<file path="src/rtl/alu_arbiter.sv">
`default_nettype none
`timescale 1ns/1ps
// ============================================================================
//  Module   : alu_arbiter
//  Purpose  : Shares one ALU between two requesters. Arbitrates round-robin
//             (or fixed priority, see below), accepts one operation at a time
//             through a valid/ready handshake, and drives the ALU from
//             registered operands. It waits ALU_LAT cycles, then presents a
//             tagged result on a valid/ready response port.
//  Ports    : CLOCK_50, reset                 clock, sync active-high reset
//             req{0,1}_valid/_ready/_a/_b/_op requester handshakes + operands
//             rsp_valid/_ready/_id/_data      tagged result handshake
//             alu_a/_b/_op -> ALU, alu_o <- ALU
//             busy                            high whenever FSM is not idle
//  Config   : `define ALU_ARB_FIXED_PRIO_EN selects fixed priority (req0 wins
//             when both requesters are valid). Round-robin otherwise.
//  Revision : 1.0  initial release
// ============================================================================
module alu_arbiter #(
   parameter int WORD_SIZE = 16,
   parameter int ALU_LAT   = 0
) (
   input  logic                 CLOCK_50,
   input  logic                 reset,
   input  logic                 req0_valid,
   output logic                 req0_ready,
   input  logic [WORD_SIZE-1:0] req0_a,
   input  logic [WORD_SIZE-1:0] req0_b,
   input  logic [2:0]           req0_op,
   input  logic                 req1_valid,
   output logic                 req1_ready,
   input  logic [WORD_SIZE-1:0] req1_a,
   input  logic [WORD_SIZE-1:0] req1_b,
   input  logic [2:0]           req1_op,
   output logic                 rsp_valid,
   input  logic                 rsp_ready,
   output logic                 rsp_id,
   output logic [WORD_SIZE-1:0] rsp_data,
   output logic [WORD_SIZE-1:0] alu_a,
   output logic [WORD_SIZE-1:0] alu_b,
   output logic [2:0]           alu_op,
   input  logic [WORD_SIZE-1:0] alu_o,
   output logic                 busy
);

   // Counter must be at least one bit even for a combinational ALU.
   localparam int                CNT_W    = (ALU_LAT > 0) ? $clog2(ALU_LAT + 1) : 1;
   localparam logic [CNT_W-1:0]  LAT_INIT = CNT_W'(ALU_LAT);
   localparam logic [CNT_W-1:0]  CNT_ONE  = CNT_W'(1);

   typedef enum logic [1:0] {
      S_IDLE = 2'd0,
      S_EXEC = 2'd1,
      S_RESP = 2'd2
   } state_t;

   state_t                 r_state;
   state_t                 w_state_nxt;

   logic                   r_last_grant;
   logic [CNT_W-1:0]       r_cnt;
   logic [WORD_SIZE-1:0]   r_op_a;
   logic [WORD_SIZE-1:0]   r_op_b;
   logic [2:0]             r_op_op;
   logic                   r_rsp_valid;
   logic                   r_rsp_id;
   logic [WORD_SIZE-1:0]   r_rsp_data;

   logic                   w_grant;
   logic                   w_accept;
   logic                   w_req0_ready;
   logic                   w_req1_ready;
   logic [WORD_SIZE-1:0]   w_sel_a;
   logic [WORD_SIZE-1:0]   w_sel_b;
   logic [2:0]             w_sel_op;

   // Grant is only meaningful when at least one requester is valid; the
   // accept qualifier below masks it otherwise.
`ifdef ALU_ARB_FIXED_PRIO_EN
   assign w_grant = ~req0_valid;
`else
   assign w_grant = (req0_valid & req1_valid) ? ~r_last_grant : req1_valid;
`endif

   assign w_sel_a  = w_grant ? req1_a  : req0_a;
   assign w_sel_b  = w_grant ? req1_b  : req0_b;
   assign w_sel_op = w_grant ? req1_op : req0_op;

   // ------------------------------------------------------------------
   // FSM: state register
   // ------------------------------------------------------------------
   always_ff @(posedge CLOCK_50) begin
      if (reset) begin
         r_state <= S_IDLE;
      end else begin
         r_state <= w_state_nxt;
      end
   end

   // ------------------------------------------------------------------
   // FSM: next state and handshake outputs. Readies are forced low while
   // reset is asserted so nothing is accepted on a reset edge.
   // ------------------------------------------------------------------
   always_comb begin
      w_state_nxt  = r_state;
      w_accept     = 1'b0;
      w_req0_ready = 1'b0;
      w_req1_ready = 1'b0;
      case (r_state)
         S_IDLE: begin
            if (!reset) begin
               w_req0_ready = req0_valid & ~w_grant;
               w_req1_ready = req1_valid &  w_grant;
            end
            w_accept = w_req0_ready | w_req1_ready;
            if (w_accept) begin
               w_state_nxt = S_EXEC;
            end
         end
         S_EXEC: begin
            if (r_cnt == '0) begin
               w_state_nxt = S_RESP;
            end
         end
         S_RESP: begin
            if (rsp_ready) begin
               w_state_nxt = S_IDLE;
            end
         end
         default: begin
            w_state_nxt = S_IDLE;
         end
      endcase
   end

   // ------------------------------------------------------------------
   // Datapath: operand capture, latency counter, response registers.
   // Operand registers are written only on accept, so the ALU inputs stay
   // stable for the whole operation and hold afterwards.
   // ------------------------------------------------------------------
   always_ff @(posedge CLOCK_50) begin
      if (reset) begin
         r_last_grant <= 1'b1;
         r_cnt        <= '0;
         r_op_a       <= '0;
         r_op_b       <= '0;
         r_op_op      <= '0;
         r_rsp_valid  <= 1'b0;
         r_rsp_id     <= 1'b0;
         r_rsp_data   <= '0;
      end else begin
         if (w_accept) begin
            r_op_a       <= w_sel_a;
            r_op_b       <= w_sel_b;
            r_op_op      <= w_sel_op;
            r_rsp_id     <= w_grant;
            r_last_grant <= w_grant;
            r_cnt        <= LAT_INIT;
         end
         if (r_state == S_EXEC) begin
            if (r_cnt != '0) begin
               r_cnt <= r_cnt - CNT_ONE;
            end else begin
               r_rsp_data  <= alu_o;
               r_rsp_valid <= 1'b1;
            end
         end
         if ((r_state == S_RESP) && rsp_ready) begin
            r_rsp_valid <= 1'b0;
         end
      end
   end

   assign req0_ready = w_req0_ready;
   assign req1_ready = w_req1_ready;
   assign rsp_valid  = r_rsp_valid;
   assign rsp_id     = r_rsp_id;
   assign rsp_data   = r_rsp_data;
   assign alu_a      = r_op_a;
   assign alu_b      = r_op_b;
   assign alu_op     = r_op_op;
   assign busy       = (r_state != S_IDLE);

endmodule
`default_nettype wire

</file>
<file path="config.mk">
export PLATFORM = sky130hd
export DESIGN_NAME = alu_arbiter
export DESIGN_NICKNAME = d
export VERILOG_FILES = /design/src/rtl/alu_arbiter.sv
export SDC_FILE = /design/constraint.sdc
export NUM_CORES = 1
export LEC_CHECK = 0
export BUFFER_PORTS_ARGS = -buffer_cell sky130_fd_sc_hd__buf_2
export CORE_AREA = 2 2 83 85
export DETAILED_ROUTE_END_ITERATION = 8
export DIE_AREA = 0 0 85 87
export PLACE_DENSITY = 0.75
export SETUP_SLACK_MARGIN = 0.2
export SYNTH_ARGS = -nofsm -noshare
export SYNTH_HDL_FRONTEND = slang
export SYNTH_SLANG_ARGS = --single-unit
</file>
<file path="constraint.sdc">
create_clock -name CLOCK_50 -period 1.5 [get_ports CLOCK_50]
set_input_delay 0.15 -clock CLOCK_50 [delete_from_list [all_inputs] [get_ports CLOCK_50]]
set_output_delay 0.15 -clock CLOCK_50 [all_outputs]
set_load 0.05 [all_outputs]
</file>
# Yosys cells after proc, flatten, opt, wreduce, memory -nomap -nowiden
# Index checks and enable logic that the tools add are counted.
[classes]
addsub = 1
eq_ne = 5
n_mux = 18
bitwise_logic = 7
n_reduce_logical = 6
[ops]
columns = ["operator", "n"]
rows = [
  ["two-way mux 16 bit", 2],
  ["two-way mux 1 bit", 11],
  ["two-way mux 2 bit", 3],
  ["inequality test 2 bit, second input constant", 3],
  ["case mux 2 bit (3 select lines)", 1],
  ["AND 1 bit", 3],
  ["two-way mux 3 bit", 1],
  ["inverter 1 bit", 3],
  ["AND reduction 3 bit", 1],
  ["== test 2 x 1 -> 1 bit, second input constant", 1],
  ["== test 2 bit, second input constant", 1],
  ["zero test 2 bit", 1],
  ["AND reduction 2 bit", 1],
  ["nonzero test 2 bit", 1],
  ["OR reduction 2 bit", 1],
  ["logical AND 1 bit", 1],
  ["bitwise OR 1 bit", 1],
  ["subtractor 1 bit, second input constant", 1],
]
[word_totals]
register_bits = 57
input_bits = 91
output_inout_bits = 56
word_cells = 46

# Depth between registers and ports, before layout
# Gate-level depths: netlist (run 1).
[depth]
ltp_word = 11
ltp_mapped = 6
depth_no_buf = 3

# Worst setup path after synthesis (run 1)
# Ideal clock, no wire load.
[synth_timing]
path_kind = "register to output"
start = "reg r_state[1]"
end = "out req0_ready"
arrival_ns = 2.207
required_time_ns = 1.350
path_slack_ns = -0.857
stages_incl_launch_ff = 6
path_buffers = 3
cell_sequence = "dfxtp_1 buf_6 or3b_1 buf_4 buf_2 nor3_1"
[synth_via]
elab_chain_len = 2
[synth_lines]
columns = ["element", "line_no", "rtl"]
rows = [
  ["from (decl)", "57", "state_t r_state;"],
  ["from (signal assigned)", "96", "r_state <= w_state_nxt;"],
  ["zero test 2 bit", "109", "case (r_state)"],
  ["two-way mux 1 bit", "109", ""],
  ["to (decl)", "26", "output logic req0_ready,"],
]
# No other way between the ends.

# Worst setup path in the final report (run 1)
[layout_timing]
start = "reg r_state[1]"
end = "out req1_ready"
[layout_via]
elab_chain_len = 2
[layout_lines]
columns = ["element", "line_no", "rtl"]
rows = [
  ["zero test 2 bit", "109", ""],
  ["two-way mux 1 bit", "109", ""],
  ["to (decl)", "31", "output logic req1_ready,"],
]
# No other way between the ends.

==> results of run 1 <==
path summary, 6_finish.rpt:
kind | from | to | slack, ps | depth (start not counted)
max | r_state[1]$_SDFFE_PP0P_ | req1_ready | -190 | 4
min | alu_o[15] | rsp_data[15]$_SDFFE_PP0P_ | 50 | 3
max reg2reg | r_state[1]$_SDFFE_PP0P_ | rsp_data[14]$_SDFFE_PP0P_ | -150 | 8
min reg2reg | rsp_data[3]$_SDFFE_PP0P_ | rsp_data[3]$_SDFFE_PP0P_ | 490 | 2
through the flow:
step                      cells  instance area, um^2  utilization (%)
after detailed placement    500                 3510             53.4
after global placement      500                 3510             53.4
after global routing        548                 4770             72.6
final                       548                 4770             72.6
after CTS                   542                 4380             66.7
after floorplan             282                 2660                -
placed cells by master, fill, tap and decap left out, types with 6 or more instances in the layout:
cell,count
a2111oi_2,22
a2111oi_4,13
nor2_1,21
a21oi_2,23
clkbuf_8,9
buf_4,13
nor3_2,16
dfxtp_1,54
a21oi_1,13
buf_12,9
buf_2,143
mux2i_1,15
buf_6,17
inv_1,36
buf_16,8
nor3_1,20
buf_8,6
sequential cells by signal (all words and copies together), names as in the netlist:
name and cells:
alu_a 16, alu_b 16, rsp_data 16, alu_op 3, r_state 2, r_cnt 1
r_last_grant 1, rsp_id 1, rsp_valid 1
repair_timing:
action / CTS / global route
gates cloned: 9 / 1
buffers inserted: 17 / 5
hold buffers: 0 / 0
pin swaps: 40 / 20
resized for setup: 85 / 47
setup endpoints to repair: 50 / 59
per-layer routing:
layer,vias up,part of all wire (%),GRT usage (%)
met5,-,0,0
met4,0,2.0,8.51
met3,18,6.8,4.93
met2,117,52,39.3
met1,1409,39,26.9
li1,1379,-,-
cell families (layout without fill, tap and decap cells):
kind of cell	after synthesis	after routing	synth area share, %
DFF	57	57	46.0
muxes	16	16	6.46
buffers and inverters	64	250	12.2
and+or+nand+nor	69	69	14.2
AOI/OAI and AO/OA	76	76	21.0
area by class of cell:
type / instances / area, um^2 / area share [%]
sequential: 57 / 1150 / 24.1
clock buffer: 9 / 124 / 2.60
timing repair buffer: 197 / 1520 / 31.9
clock inverter: 7 / 85.1 / 1.78
tap: 80 / 100 / 2.10
multi-input combinational: 161 / 1650 / 34.6
inverter: 37 / 141 / 2.97
power groups by stage:
stage / registers, W / logic, W / clock network [W]
after global routing: 0.00183 / 0.00246 / 0.00163
after detailed placement: 0.00182 / 0.00166 / 0
after CTS: 0.00180 / 0.00211 / 0.00157
after floorplan: 0.00240 / 0.000641 / 0
after global placement: 0.00181 / 0.00164 / 0
final: 0.00181 / 0.00235 / 0.00154
worst max-delay path, cell delays in order, from the launching register on:
cell,delay [ps]
dfxtp_2,320
or3b_4,410
nor3b_4,210
buf_6,130
buf_8,130
==> results.py, run 1 <==
metrics = {
    "layout": {
        "num-nets-final": 554,
        "fillerInstances": 473,
        "syn_to_final_growth_pct": 92.4,
        "drive_gt1_share_pct": 64.5,
        "antenna_cells": 0,
    },
    "floorplanning": {
        "die_w_um": 85,
        "rows": 30,
        "core_area_mm2": 0.00657,
        "die-area_mm2": 0.00740,
        "initial_utilization_pct": 37.7,
        "fp.dieH_um": 87,
        "ioPinCount": 147,
    },
    "clocking": {
        "cts_max_level": 3,
        "clkLatencyLatePin_ps": 330,
        "clock_path_buffers": 2,
        "cts_sinks": 57,
        "clkTransAtPathRegs_ps": 60,
        "cts_tree": "done",
        "numCtsBuffers": 9,
        "root_buffer": "clkbuf_8",
    },
    "timing": {
        "maxSlewHeadroom_pct": 66.9,
        "tightest_slew_ps": 492,
        "post-route-period-util_pct": 112,
        "hold_ws_ps": 53.2,
        "worst_slack_ps": -185,
        "slew_viol_final": 0,
        "fin_skew_ps": 4.31,
        "finalCriticalPeriod_ps": 1690,
        "tns_ps": -6280,
        "hold_viol": 0,
        "rsz0062_at_grt": "true",
        "fmax_mhz": 593,
        "setup_viol": 55,
    },
    "route": {
        "postRouteAntennaNets": 0,
        "dr.first_iter.drc_count": 127,
        "dr.pass1.iters": 4,
        "drcViolationCount": 0,
        "drt-total-wl_um": 8980,
        "drt-vias-per-instance": 5.33,
        "wl_per_cell_um": 16.4,
        "num_vias": 2923,
    },
    "synth": {
        "syn-cell-area_mm2": 0.00248,
        "ys_ff_latch": 57,
        "syn_inst": 282,
        "synth-async-reset-ratio_pct": 0,
        "synth_cell_types": 24,
        "synth_fp_nets": 373,
        "yosys-top-cells-count": "dfxtp_1, a21oi_1, inv_1, nor3_1, a2111oi_0",
        "netlist.top_cell.by_area": "dfxtp_1",
        "synth_ff_type": "dfxtp_1",
        "synth_edf_count": 0,
        "yosysTopAreaCellShare_pct": 46.0,
        "yosysSeqAreaShare_pct": 46.0,
        "yosysMostFrequentCell": "dfxtp_1",
        "syn_area_per_cell_um2": 8.79,
        "synth.top_cells.by_area": "dfxtp_1, a2111oi_0, a21oi_1",
        "yosys_warnings": 0,
    },
    "status": {
        "violations": "negative setup slack",
        "outcome": "finished with violations",
    },
    "power_and_ir_drop": {
        "power.total_w": 0.00570,
        "pwr-share-clk_pct": 27.1,
        "netSwitchingPower_w": 0.00213,
        "pwr-share-comb_pct": 41.2,
        "power_frac_seq_pct": 31.7,
        "ir_worst_vdd_v": 0.000802,
        "power_density_mw_per_mm2": 1200,
        "p_leak_nw": 2.14,
        "switching_share_pct": 37.3,
        "p_int_w": 0.00358,
    },
    "grt": {
        "grt_antenna_before_repair": 0,
        "track_usage_pct": 22.4,
        "grt_overflow_total": 0,
        "grt_max_degree": 24,
        "first_global_vias": 2899,
        "grt_pass1_wl_um": 13300,
    },
    "setup_path": {
        "crit_arrival_ps": 1540,
        "cp-end-kind": "output port",
        "cp-start-kind": "flip-flop",
        "setup.worst_path.class": "reg -> out",
        "cp_max_fo": 2,
        "crit_required_ps": 1350,
    },
    "place": {
        "gp_congestion": 0.736,
        "port_buffers": 146,
        "pre_cts_slack_ps": -26.7,
        "dpl.hpwl_um": 5160,
    },
    "worst_hold_path": {
        "hp-class": "in -> reg",
    },
    "run": {
        "maxCapViolCount": 0,
    },
}
Note: power is estimated with default switching activity, not from simulation.
==> run 2: changes to the inputs <==
CORE_AREA = 2 2 103 105   (was 2 2 83 85)
DIE_AREA = 0 0 105 107   (was 0 0 85 87)
PLACE_DENSITY = unset   (was 0.75)
==> results.py, run 2 (synthesized netlist as in run 1, its figures left out) <==
metrics = {
    "route": {
        "drt-vias-per-instance": 4.67,
        "num_vias": 2751,
        "drt-total-wl_um": 8770,
        "dr.first_iter.drc_count": 119,
        "drcViolationCount": 0,
        "wl_per_cell_um": 14.9,
        "postRouteAntennaNets": 0,
        "dr.pass1.iters": 4,
    },
    "clocking": {
        "clock_path_buffers": 2,
        "cts_tree": "done",
        "clkTransAtPathRegs_ps": 70,
        "cts_max_level": 3,
        "numCtsBuffers": 9,
        "root_buffer": "clkbuf_8",
        "ctsHoldBuffers": 0,
        "clkLatencyLatePin_ps": 340,
        "cts_sinks": 57,
    },
    "power_and_ir_drop": {
        "ir_worst_vdd_v": 0.000602,
        "power_density_mw_per_mm2": 1230,
        "p_leak_nw": 2.08,
    },
    "floorplanning": {
        "rows": 37,
        "core_area_mm2": 0.0101,
        "ioPinCount": 147,
        "initial_utilization_pct": 24.6,
        "fp.dieH_um": 107,
        "die-area_mm2": 0.0112,
        "die_w_um": 105,
    },
    "setup_path": {
        "cp_slowest_stage_delay_ps": 420,
        "crit_arrival_ps": 1530,
        "crit_family": "simple AND/OR/NAND/NOR gates",
        "regToRegSetupSlack_ps": -160,
        "cp_max_fo": 3,
        "r2r_start": "r_state[1]$_SDFFE_PP0P_",
        "crit_required_ps": 1350,
        "cp-start-kind": "flip-flop",
        "r2r_end": "alu_a[1]$_SDFFE_PP0P_",
        "worstPathBufferInverterCount": 2,
        "crit_slowest_cell": "or3b_4",
        "cp-end-kind": "output port",
        "crit_chain": "buf_4 -> or3b_4 -> nor3_4 -> buf_6",
        "reg2reg_depth": 7,
        "setup.worst_path.class": "reg -> out",
    },
    "timing": {
        "tns_ps": -4140,
        "rsz0062_at_grt": "true",
        "maxSlewHeadroom_pct": 54.6,
        "tightest_slew_ps": 681,
        "worst_slack_ps": -182,
        "slew_viol_final": 0,
        "setup_viol": 39,
        "fmax_mhz": 595,
        "hold_viol": 0,
        "finalCriticalPeriod_ps": 1680,
        "post-route-period-util_pct": 112,
        "fin_skew_ps": 10.7,
    },
    "layout": {
        "final_common_cell": "buf_2",
        "antenna_cells": 0,
        "fin_cells": 589,
        "num-nets-final": 539,
        "drive_gt1_share_pct": 59.8,
        "post-route-util_pct": 46.4,
        "syn_to_final_growth_pct": 89.0,
        "layout_common_cells": "buf_2, dfxtp_1, a21oi_1",
    },
    "place": {
        "dpl.hpwl_um": 5490,
        "dp.cells": 559,
        "port_buffers": 146,
        "pre_cts_slack_ps": -11.0,
        "gp_congestion": 0.726,
    },
    "worst_hold_path": {
        "hp-start": "alu_o[14]",
        "hold_path_depth": 3,
        "worstHoldEndpoint": "rsp_data[14]$_SDFFE_PP0P_",
        "hp-class": "in -> reg",
    },
    "grt": {
        "grt_pass1_wl_um": 13400,
        "grt_antenna_before_repair": 0,
        "first_global_vias": 2798,
        "grt_max_degree": 36,
        "grt_overflow_total": 0,
        "track_usage_pct": 15.0,
    },
    "run": {
        "maxCapViolCount": 0,
    },
    "status": {
        "outcome": "finished with violations",
        "violations": "negative setup slack",
    },
}
[run 2: per-stage QoR]
step	hold slack, ps	area (um^2)	total power, W
after detailed placement	398	3630	0.00353
final	46.3	4690	0.00575
after global placement	382	3630	0.00350
after floorplan	297	2660	0.00304
after global routing	33.6	4690	0.00603
after CTS	30.7	4330	0.00557
[run 2: final cells by class]
type	instances	area, um^2
inverters	37	139
well taps	136	170
fillers	972	5410
flip-flops and latches	57	1140
clock inverters	5	103
clock buffers	11	141
repair buffers	182	1230
multi-input cells	161	1750
[run 2: power breakdown]
part	internal [W]	switching (W)	leakage, nW
Combinational	0.000806	0.00135	1.49
Sequential	0.00169	0.0000923	0.473
Clock	0.00115	0.000653	0.120
Total	0.00365	0.00210	2.08
[run 2: how the worst max path moves through the flow]
stage                             end                    start  slack, ps  cells past startpoint
2_1_floorplan  alu_a[10]$_SDFFE_PP0P_  r_state[1]$_SDFFE_PP0P_       -110                      5
3_3_place_gp               req1_ready  r_state[0]$_SDFFE_PP0P_          1                      4
3_5_place_dp    alu_a[2]$_SDFFE_PP0P_  r_state[1]$_SDFFE_PP0P_        -10                      5
4_1_cts                    req1_ready  r_state[1]$_SDFFE_PP0P_       -190                      4
5_1_grt                    req0_ready  r_state[1]$_SDFFE_PP0P_       -240                      4
6_report                   req0_ready  r_state[1]$_SDFFE_PP0P_       -180                      4
[run 2: timing repair]
item	4_1_cts	5_1_grt
gates cloned	2	4
pin swaps	5	9
resized for setup	73	40
buffers inserted	7	1
endpoints found under the setup margin	56	57
[run 2: tightest hold or removal path, delay by kind of cell]
family	cells	cell delay, ps
buffers and inverters	1	70
muxes	1	50
and+or+nand+nor	1	70
[run 2: per-layer routing]
layer | global-route usage (%) | up-vias | routed length (um)
li1 | - | 1346 | -
met1 | 18.3 | 1302 | 3610
met2 | 25.0 | 95 | 4490
met3 | 5.05 | 8 | 584
met4 | 4.29 | 0 | 86
met5 | 0 | - | 0
==> run 3: changes to the inputs <==
GPL_TIMING_DRIVEN = 0   (was unset)
==> results.py, run 3 (synthesized netlist as in run 1, its figures left out) <==
metrics = {
    "timing": {
        "slew_viol_final": 0,
        "post-route-period-util_pct": 122,
        "fin_skew_ps": 5.40,
        "hold_viol": 0,
        "worst_slack_ps": -329,
        "fmax_mhz": 547,
        "tightest_slew_ps": 1060,
        "rsz0062_at_grt": "true",
        "setup_viol": 57,
        "finalCriticalPeriod_ps": 1830,
        "maxSlewHeadroom_pct": 29.3,
    },
    "setup_path": {
        "cp_max_fo": 3,
        "reg2reg_depth": 8,
        "crit_slowest_cell": "or3b_4",
        "worstPathBufferInverterCount": 4,
        "cp_slowest_stage_delay_ps": 380,
        "path_depth": 6,
        "setup.worst_path.class": "reg -> out",
        "crit_family": "buffers and inverters",
        "cp-end-kind": "output port",
        "cp-start-kind": "flip-flop",
        "crit_chain": "buf_6 -> or3b_4 -> buf_8 -> buf_8 -> nor3_4 -> buf_6",
        "crit_required_ps": 1350,
        "crit_arrival_ps": 1680,
    },
    "grt": {
        "grt_max_degree": 11,
        "track_usage_pct": 14.8,
        "grt_pass1_wl_um": 13300,
        "grt_overflow_total": 0,
        "grt_antenna_before_repair": 0,
        "first_global_vias": 2748,
    },
    "layout": {
        "antenna_cells": 0,
        "layout_common_cells": "buf_2, dfxtp_1, a21oi_1",
        "fillerInstances": 997,
        "seqCellArea_mm2": 0.00114,
        "syn_to_final_growth_pct": 86.7,
        "multi_input_area_mm2": 0.00157,
        "drive_gt1_share_pct": 57.7,
        "final_common_cell": "buf_2",
        "num-nets-final": 556,
        "post-route-util_pct": 45.9,
        "fin_cells": 606,
    },
    "power_and_ir_drop": {
        "power_density_mw_per_mm2": 1210,
        "pwr-share-comb_pct": 38.0,
        "netSwitchingPower_w": 0.00205,
        "pwr-share-clk_pct": 29.9,
        "ir_worst_vdd_v": 0.000409,
        "power_frac_seq_pct": 32.1,
        "p_leak_nw": 2.08,
        "switching_share_pct": 36.7,
        "power.total_w": 0.00558,
        "p_int_w": 0.00353,
    },
    "floorplanning": {
        "ioPinCount": 147,
        "die_w_um": 105,
        "core_area_mm2": 0.0101,
        "rows": 37,
        "fp.dieH_um": 107,
        "die-area_mm2": 0.0112,
        "initial_utilization_pct": 24.6,
    },
    "place": {
        "dpl.hpwl_um": 5770,
        "dp.cells": 564,
        "gp_congestion": 0.714,
        "port_buffers": 146,
    },
    "route": {
        "dr.first_iter.drc_count": 73,
        "wl_per_cell_um": 14.3,
        "postRouteAntennaNets": 0,
        "drt-total-wl_um": 8680,
        "drt-vias-per-instance": 4.59,
        "drcViolationCount": 0,
        "dr.pass1.iters": 4,
        "num_vias": 2782,
    },
    "status": {
        "violations": "negative setup slack",
        "outcome": "finished with violations",
    },
    "clocking": {
        "cts_max_level": 3,
        "clkLatencyLatePin_ps": 340,
        "cts_tree": "done",
        "numCtsBuffers": 9,
        "root_buffer": "clkbuf_8",
        "clkTransAtPathRegs_ps": 70,
        "clock_path_buffers": 2,
        "cts_sinks": 57,
        "ctsHoldBuffers": 0,
    },
    "worst_hold_path": {
        "hp-class": "in -> reg",
        "hold_path_depth": 3,
    },
    "run": {
        "maxCapViolCount": 0,
    },
}
==> run 3: cell types whose count changed in the layout (fill, tap and decap cells not counted), moves of 2 or more <==
cell / delta
nor3_1: +13
clkbuf_1: +5
nor3_2: +5
buf_6: +2
a2111oi_2: +4
buf_4: -4
nor3_4: -18
buf_2: +7
buf_12: +6
a2111oi_0: -3
==> run 3: area by class of cell <==
class                      instances  share of cell area, %
multi-input combinational        161                   34.0
timing repair buffer             172                   24.4
clock inverter                     5                   1.68
buffer                            27                   5.27
inverter                          37                   3.00
clock buffer                      11                   3.27
sequential                        57                   24.7
tap                              136                   3.68
==> run 3: worst paths after layout <==
| kind | slack (ps) | from | end |
|---|---|---|---|
| setup reg to reg | -270 | r_state[1]$_SDFFE_PP0P_ | alu_a[12]$_SDFFE_PP0P_ |
| setup / recovery | -330 | r_state[1]$_SDFFE_PP0P_ | req0_ready |
| hold / removal | 50 | alu_o[2] | rsp_data[2]$_SDFFE_PP0P_ |
| hold reg to reg | 500 | rsp_data[2]$_SDFFE_PP0P_ | rsp_data[2]$_SDFFE_PP0P_ |
==> run 3: through the flow <==
stage | setup TNS, ps | instance area (um^2) | setup WS, ps | hold slack (ps)
finish | -10500 | 4630 | -329 | 52.4
global route | -14540 | 4630 | -384 | 38.4
CTS | -7420 | 4200 | -356 | 30.4
detailed placement | -10810 | 3560 | -470 | 393
global placement | -10570 | 3560 | -470 | 383
floorplan | -2730 | 2660 | -105 | 297
==> run 3: tightest hold or removal path: cells and delay by family <==
kind / cells / cell delay [ps]
buf+inv: 1 / 80
simple gates: 1 / 70
mux: 1 / 60
==> run 3: metal layers <==
metal | track usage, % | up-vias | part of all wire [%]
li1 | - | 1377 | -
met1 | 18.3 | 1309 | 43
met2 | 24.6 | 85 | 49
met3 | 4.32 | 11 | 6.4
met4 | 5.43 | 0 | 1.4
met5 | 0 | - | 0
==> run 3: timing repair <==
action	CTS	global route
cloned	2	3
hold endpoints to repair	0	0
setup endpoints to repair	49	57
resized for setup	57	51
setup buffers	15	6
pin swaps	4	17
==> run 3: power groups by stage <==
stage	clock, W	combinational, W	sequential [W]
6_report	0.00167	0.00212	0.00179
3_5_place_dp	0	0.00167	0.00182
3_3_place_gp	0	0.00165	0.00181
4_1_cts	0.00172	0.00192	0.00179
2_1_floorplan	0	0.000641	0.00240
5_1_grt	0.00178	0.00225	0.00181
